`config.mk`:
```
export PLATFORM = sky130hd
export DESIGN_NAME = scan_chain_ctrl
export DESIGN_NICKNAME = d
export VERILOG_FILES = /design/src/rtl/scan_ctrl_pkg.sv /design/src/rtl/scan_shift_reg.sv /design/src/rtl/scan_chain_ctrl.sv
export SDC_FILE = /design/constraint.sdc
export NUM_CORES = 1
export LEC_CHECK = 0
export CAP_MARGIN = 0
export CORE_MARGIN = 1.5
export CORE_UTILIZATION = 58
export DETAILED_ROUTE_END_ITERATION = 8
export PLACE_DENSITY = 0.93
export SLEW_MARGIN = 20
export SYNTH_ARGS = -nofsm -noshare
export SYNTH_HDL_FRONTEND = slang
export SYNTH_SLANG_ARGS = --single-unit
```
`constraint.sdc`:
```
create_clock -name clock -period 6.4 [get_ports clock]
set_clock_uncertainty 0.15 [all_clocks]
set_input_delay 0.96 -clock clock [delete_from_list [all_inputs] [get_ports clock]]
set_output_delay 0.96 -clock clock [all_outputs]
set_load 0.02 [all_outputs]
```
`src/rtl/scan_ctrl_pkg.sv`:
```
// Shared types for the scan chain test sequencer.
package scan_ctrl_pkg;

    localparam int unsigned STATE_W = 3;

    typedef enum logic [STATE_W-1:0] {
        ST_IDLE    = 3'd0,
        ST_LOAD    = 3'd1,
        ST_CAPTURE = 3'd2,
        ST_UNLOAD  = 3'd3,
        ST_DONE    = 3'd4
    } state_t;

endpackage

```
`src/rtl/scan_shift_reg.sv`:
```
// Parallel-load / serial-in / serial-out shift register (shifts toward the MSB).
module scan_shift_reg #(
    parameter int unsigned W = 16
) (
    input  logic         clock,
    input  logic         reset_n,
    input  logic         load,
    input  logic [W-1:0] load_val,
    input  logic         shift,
    input  logic         ser_in,
    output logic [W-1:0] q
);

    // Load has priority over shift; serial data enters at bit 0.
    always_ff @(posedge clock or negedge reset_n) begin
        if (!reset_n) begin
            q <= '0;
        end else if (load) begin
            q <= load_val;
        end else if (shift) begin
            q <= {q[W-2:0], ser_in};
        end
    end

endmodule

```
`src/rtl/scan_chain_ctrl.sv`:
```
// Sequences one scan chain through load, capture and unload, returning the captured contents.
module scan_chain_ctrl #(
    parameter int unsigned CHAIN_LEN  = 16,
    parameter int unsigned CAP_CYCLES = 1
) (
    input  logic                 clock,
    input  logic                 reset_n,
    input  logic                 start,
    input  logic                 abort,
    input  logic [CHAIN_LEN-1:0] pattern_in,
    input  logic                 scan_out,
    output logic                 scan_en,
    output logic                 scan_in,
    output logic                 busy,
    output logic                 done,
    output logic [CHAIN_LEN-1:0] result_out
);

    import scan_ctrl_pkg::*;

    localparam int unsigned      CNT_W     = $clog2(CHAIN_LEN + CAP_CYCLES);
    localparam logic [CNT_W-1:0] LOAD_LAST = CNT_W'(CHAIN_LEN - 1);
    localparam logic [CNT_W-1:0] CAP_LAST  = CNT_W'(CAP_CYCLES - 1);

    state_t                 state_q;
    state_t                 state_d;
    logic [CNT_W-1:0]       cnt_q;
    logic [CNT_W-1:0]       cnt_d;
    logic                   scan_en_d;
    logic                   busy_d;
    logic                   done_d;
    logic [CHAIN_LEN-1:0]   result_d;

    logic                   stim_load;
    logic [CHAIN_LEN-1:0]   stim_val;
    logic                   stim_shift;
    logic                   rsp_shift;
    logic [CHAIN_LEN-1:0]   stim_q;
    logic [CHAIN_LEN-1:0]   rsp_q;
    logic                   unused_bits;

    // Stimulus register: MSB drives the chain head; zeros fill behind so scan_in idles low.
    scan_shift_reg #(.W(CHAIN_LEN)) u_stim (
        .clock    (clock),
        .reset_n  (reset_n),
        .load     (stim_load),
        .load_val (stim_val),
        .shift    (stim_shift),
        .ser_in   (1'b0),
        .q        (stim_q)
    );

    // Response register: collects the chain tail, first bit sampled ends at the MSB.
    scan_shift_reg #(.W(CHAIN_LEN)) u_rsp (
        .clock    (clock),
        .reset_n  (reset_n),
        .load     (1'b0),
        .load_val ('0),
        .shift    (rsp_shift),
        .ser_in   (scan_out),
        .q        (rsp_q)
    );

    assign scan_in     = stim_q[CHAIN_LEN-1];
    assign unused_bits = ^{stim_q[CHAIN_LEN-2:0], rsp_q[CHAIN_LEN-1]};

    // Next-state, counter and output decode; abort returns to IDLE and parks the chain head low.
    always_comb begin
        state_d    = state_q;
        cnt_d      = cnt_q;
        scan_en_d  = scan_en;
        busy_d     = busy;
        done_d     = 1'b0;
        result_d   = result_out;
        stim_load  = 1'b0;
        stim_val   = '0;
        stim_shift = 1'b0;
        rsp_shift  = 1'b0;

        if (abort && (state_q == ST_LOAD || state_q == ST_CAPTURE || state_q == ST_UNLOAD)) begin
            state_d   = ST_IDLE;
            cnt_d     = '0;
            scan_en_d = 1'b0;
            busy_d    = 1'b0;
            stim_load = 1'b1;
        end else begin
            case (state_q)
                ST_IDLE: begin
                    if (start && !abort) begin
                        state_d   = ST_LOAD;
                        cnt_d     = '0;
                        scan_en_d = 1'b1;
                        busy_d    = 1'b1;
                        stim_load = 1'b1;
                        stim_val  = pattern_in;
                    end
                end
                ST_LOAD: begin
                    stim_shift = 1'b1;
                    if (cnt_q == LOAD_LAST) begin
                        state_d   = ST_CAPTURE;
                        cnt_d     = '0;
                        scan_en_d = 1'b0;
                    end else begin
                        cnt_d = cnt_q + CNT_W'(1);
                    end
                end
                ST_CAPTURE: begin
                    if (cnt_q == CAP_LAST) begin
                        state_d   = ST_UNLOAD;
                        cnt_d     = '0;
                        scan_en_d = 1'b1;
                    end else begin
                        cnt_d = cnt_q + CNT_W'(1);
                    end
                end
                ST_UNLOAD: begin
                    rsp_shift = 1'b1;
                    if (cnt_q == LOAD_LAST) begin
                        state_d   = ST_DONE;
                        cnt_d     = '0;
                        scan_en_d = 1'b0;
                        busy_d    = 1'b0;
                        done_d    = 1'b1;
                        result_d  = {rsp_q[CHAIN_LEN-2:0], scan_out};
                    end else begin
                        cnt_d = cnt_q + CNT_W'(1);
                    end
                end
                ST_DONE: begin
                    state_d = ST_IDLE;
                    cnt_d   = '0;
                end
                default: begin
                    state_d   = ST_IDLE;
                    cnt_d     = '0;
                    scan_en_d = 1'b0;
                    busy_d    = 1'b0;
                end
            endcase
        end
    end

    // State, counter and registered outputs.
    always_ff @(posedge clock or negedge reset_n) begin
        if (!reset_n) begin
            state_q    <= ST_IDLE;
            cnt_q      <= '0;
            scan_en    <= 1'b0;
            busy       <= 1'b0;
            done       <= 1'b0;
            result_out <= '0;
        end else begin
            state_q    <= state_d;
            cnt_q      <= cnt_d;
            scan_en    <= scan_en_d;
            busy       <= busy_d;
            done       <= done_d;
            result_out <= result_d;
        end
    end

endmodule
```
; Word level (Yosys, flattened, before mapping)
; Cells that the tools add are included.
[word_totals]
regBits = 58
inputBits = 21
word_cells = 69
out_inout_bits = 20
[classes]
eq_ne = 12
n_reduce_logical = 14
n_addsub = 1
mux = 33
bitwise_logic = 1
[ops]
columns = op, count
row1 = $mux W16, 5
row2 = $mux W5, 4
row3 = $mux W1, 15
row4 = $mux W3, 5
row5 = $pmux W5 S3, 1
row6 = $ne A3 B1 Y1 const B, 4
row7 = $pmux W3 S4, 1
row8 = $reduce_and A4 Y1, 2
row9 = $eq A3 B2 Y1 const B, 2
row10 = $reduce_and A3 Y1, 2
row11 = $add A5 B1 Y5 const B, 1
row12 = $eq A5 B4 Y1 const B, 1
row13 = $logic_not A5 Y1, 1
row14 = $pmux W1 S4, 1
row15 = $eq A3 B1 Y1 const B, 1
row16 = $eq A3 B3 Y1 const B, 1
row17 = $logic_not A3 Y1, 1
row18 = $ne A3 B3 Y1 const B, 1
row19 = $pmux W1 S3, 1
row20 = $reduce_or A3 Y1, 1
row21 = $logic_and A1 B1 Y1, 2
row22 = $logic_or A1 B1 Y1, 2
row23 = $ne A2 B1 Y1 const B, 1
row24 = $ne A2 B2 Y1 const B, 1
row25 = other kinds (4), 4

; Longest topological paths before layout
[depth]
depth_word = 7
depth_mapped = 8
ltp_nobuf = 8

; Hierarchy
; From an unflattened synthesis, not the netlist that was laid out.
[hier_totals]
cells_unflattened = 255
hier_area_um2 = 2861.5
[modules_own_cells]
columns = mod, seq_area_each_um2, area_per_inst_um2, cells_per_inst, n_inst
row1 = scan_shift_reg, 400.4, 744.5, 69, 2
row2 = scan_chain_ctrl, 675.6, 1372.6, 117, 1

; Least setup slack after synthesis
; Ideal clock, no wire load.
[synth_timing]
path_kind = input -> register
startpoint = input abort
endpoint = register result_out[10]
required_time_ns = 6.123
setup_ns = 0.127
path_buffers = 3
cell_stages = 6
arrival_time_ns = 2.053
path_slack_ns = 4.070
path_cell_list = buf_6 nor3b_4 and3_1 buf_4 buf_12 mux2_1
[synth_via]
elab_chain_len = 3
[synth_lines]
columns = item, line
row1 = "start, declared", scan_chain_ctrl.sv:9  ; input logic abort,
row2 = $logic_and A1 B1 Y1, scan_chain_ctrl.sv:80  ; if (abort && (state_q == ST_LOAD || state_q == ST_CAPTURE || state_q == ST_UNLOAD)) begin
row3 = $not A1 Y1 (no line), --
row4 = $reduce_and A3 Y1 (no line), --
row5 = "end signal, assigned", scan_chain_ctrl.sv:159  ; result_out <= result_d;
row6 = "end, declared", scan_chain_ctrl.sv:16  ; output logic [CHAIN_LEN-1:0] result_out
; No other way between the ends.
; A chain may end at the register's enable or synchronous reset.

; Worst setup path after layout
[layout_timing]
startpoint = input abort
endpoint = register result_out[0]
; The elaborated chain is that of the path after synthesis.

==> results.sh <==
export IMPL_numCtsBuffers=9
export IMPL_cts_hold_buf=0
export IMPL_grt_pass1_wl_um=8810
export IMPL_layout_commonest_cell="dfrtp_1"
export IMPL_overflow=0
export IMPL_placedCellCount=310
export IMPL_critPathLaunchType="input port"
export IMPL_synthesis_area_um2=2780
export IMPL_grt_pass1_vias=1842
export IMPL_final_cells=324
export IMPL_rsz0062_at_grt="no"
export IMPL_leakagePower_uw=0.00152
export IMPL_rr_worst_depth=6
export IMPL_fin_total_pwr_uw=870
export IMPL_grt_max_degree=59
export IMPL_drv_cap=0
export IMPL_cp_data_required_time_ps=6460
export IMPL_portBuffers=40
export IMPL_ir_drop_v=0.000159
export IMPL_die_w_um=72.2
export IMPL_antenna_found_initial=0
export IMPL_slew_headroom_pct=50.4
export IMPL_ctsLongestPathBuffers=2
export IMPL_synth_edf_count=0
export IMPL_avgSynthCellArea_um2=12.1
export IMPL_synth_top_cell_by_area="dfrtp_1"
export IMPL_vias_per_cell=5.74
export IMPL_drc=0
export IMPL_final_setup_tns_ps=0
export IMPL_report_final_slew_viol_count=0
export IMPL_start_util_pct=62.1
export IMPL_cts_sinks=58
export IMPL_ys_seq_elements=58
export IMPL_tightest_slew_ps=744
export IMPL_post_cts_buffers=0
export IMPL_cts_repair_resized=0
export IMPL_crit_path_end_kind="flop"
export IMPL_cp_max_fo=17
export IMPL_max_freq_mhz=331
export IMPL_tritoncts="yes"
export IMPL_synth_fp_nets=255
export IMPL_synth_top_area_share_pct=52.3
export IMPL_initialDrtViolationCount=90
export IMPL_hold_ws_ps=335
export IMPL_htreeDepth=3
export IMPL_cp_arrival_ps=3080
export IMPL_yosysUniqueCellTypes=40
export IMPL_gp_congestion=0.835
export IMPL_n_antenna_cell=0
export IMPL_finalWirelength_um=5030
export IMPL_layout_common_cells="dfrtp_1 (58), clkdlybuf4s50_1 (39), nand2_1 (36), nor2_1 (20), mux2_2 (17)"
export IMPL_path_class="in2reg"
export IMPL_fp_row_count=24
export IMPL_hold_viol_final=0
export IMPL_die_area_um2=5210
export IMPL_ios=41
export IMPL_status="completed"
export IMPL_core_um2=4470
export IMPL_final_layout_size_suffix_gt1_share_pct=21.3
export IMPL_num_fill_cells=300
export IMPL_dp_hpwl_um=3280
export IMPL_min_path_cells=1
export IMPL_area_growth_pct=19.1
export IMPL_clk_pin_slew_ps=60
export IMPL_grt_usage_pct=22.5
export IMPL_finalCritPeriodShare_pct=47.2
export IMPL_worstHoldPathType="reg2reg"
export IMPL_vias=1861
export IMPL_post_drt_wl_per_cell_um=15.5
export IMPL_ant_nets=0
export IMPL_nNetsFinal=294
export IMPL_die_h_um=72.2
export IMPL_netlist_instances=230
export IMPL_cts_root_buf="clkbuf_8"
export IMPL_ys_flop_type="dfrtp_1"
export IMPL_first_pass_iters=4
export IMPL_synth_seq_area_share_pct=52.3
export IMPL_synth_area_leaders="dfrtp_1 (52%), mux2_2 (6.9%), a311oi_2 (5.9%)"
export IMPL_ys_async_sr_fraction_pct=100
export IMPL_fin_crit_ps=3020
export IMPL_insertion_delay_ps=330
export IMPL_setup_viol=0
export IMPL_powerDensity_nw_per_um2=263
export IMPL_synth_warnings=0
[critical path, cell delays in order]
cell	delay [ps]
clkdlybuf4s50_1	660
nor3b_4	350
and3_1	690
mux2_2	410
[state kept, by name, summed over array words and instances, names as in the netlist]
| signal | cells |
|---|---|
| busy | 1 |
| cnt_q | 5 |
| done | 1 |
| result_out | 16 |
| scan_en | 1 |
| state_q | 3 |
| u_rsp.q | 15 |
| u_stim.q | 16 |
[cells in the mapped netlist (4+ instances only)]
master,n
dfrtp_1,58
nand2_1,36
nor2_1,20
mux2_2,17
mux2_1,14
a311oi_2,11
buf_6,7
inv_1,7
buf_4,6
and2_1,4
ha_1,4
o21ai_0,4
[report_power, final]
part | switching [µW] | internal [µW] | total [µW]
clock network | 134 | 195 | 329
logic | 68.3 | 59.2 | 128
registers | 18.6 | 394 | 413
[through the flow]
| step | area (µm²) | setup WS [ps] | utilization (%) |
|---|---|---|---|
| after detailed placement | 3120 | 3020 | 69.7 |
| after floorplan | 2780 | 4070 | - |
| after global placement | 3120 | 3120 | 69.7 |
| final | 3310 | 3380 | 74.0 |
| after global routing | 3310 | 3230 | 74.0 |
| after CTS | 3310 | 3370 | 74.0 |
[cell families after synthesis]
family	after synthesis	synth area share [%]
and+or+nand+nor	80	14.2
DFF	58	52.3
AOI/OAI and AO/OA	32	12.1
muxes	31	12.6
buffers and inverters	23	6.40
adders and majority gates	4	1.80
xor gates and xnor gates	2	0.631
[per-layer routing]
metal	wire length (µm)	up-vias	track usage, %
li1	-	877	-
met2	2500	60	35.8
met5	0	-	0
met3	253	9	5.97
met1	2210	915	29.8
met4	65	0	8.81
[area by class of cell]
cell class / count / area [µm²] / share of cell area [%]
timing repair buffer: 43 / 418 / 12.6
tap: 52 / 65.1 / 1.97
clock inverter: 3 / 40.0 / 1.21
sequential: 58 / 1450 / 43.9
inverter: 8 / 30.0 / 0.907
multi-input combinational: 149 / 1150 / 34.9
clock buffer: 11 / 151 / 4.57
[final timing paths]
check	slack [ps]	to	start
setup / recovery	3380	result_out[0]$_DFFE_PN0P_	abort
hold / removal	340	result_out[14]$_DFFE_PN0P_	result_out[14]$_DFFE_PN0P_
setup reg to reg	3960	result_out[0]$_DFFE_PN0P_	cnt_q[1]$_DFFE_PN0P_
hold reg to reg	340	result_out[14]$_DFFE_PN0P_	result_out[14]$_DFFE_PN0P_
max in group asynchronous	5030	result_out[12]$_DFFE_PN0P_	reset_n
min in group asynchronous	610	u_rsp.q[14]$_DFFE_PN0N_	reset_n
(Power assumes the default switching activity.)
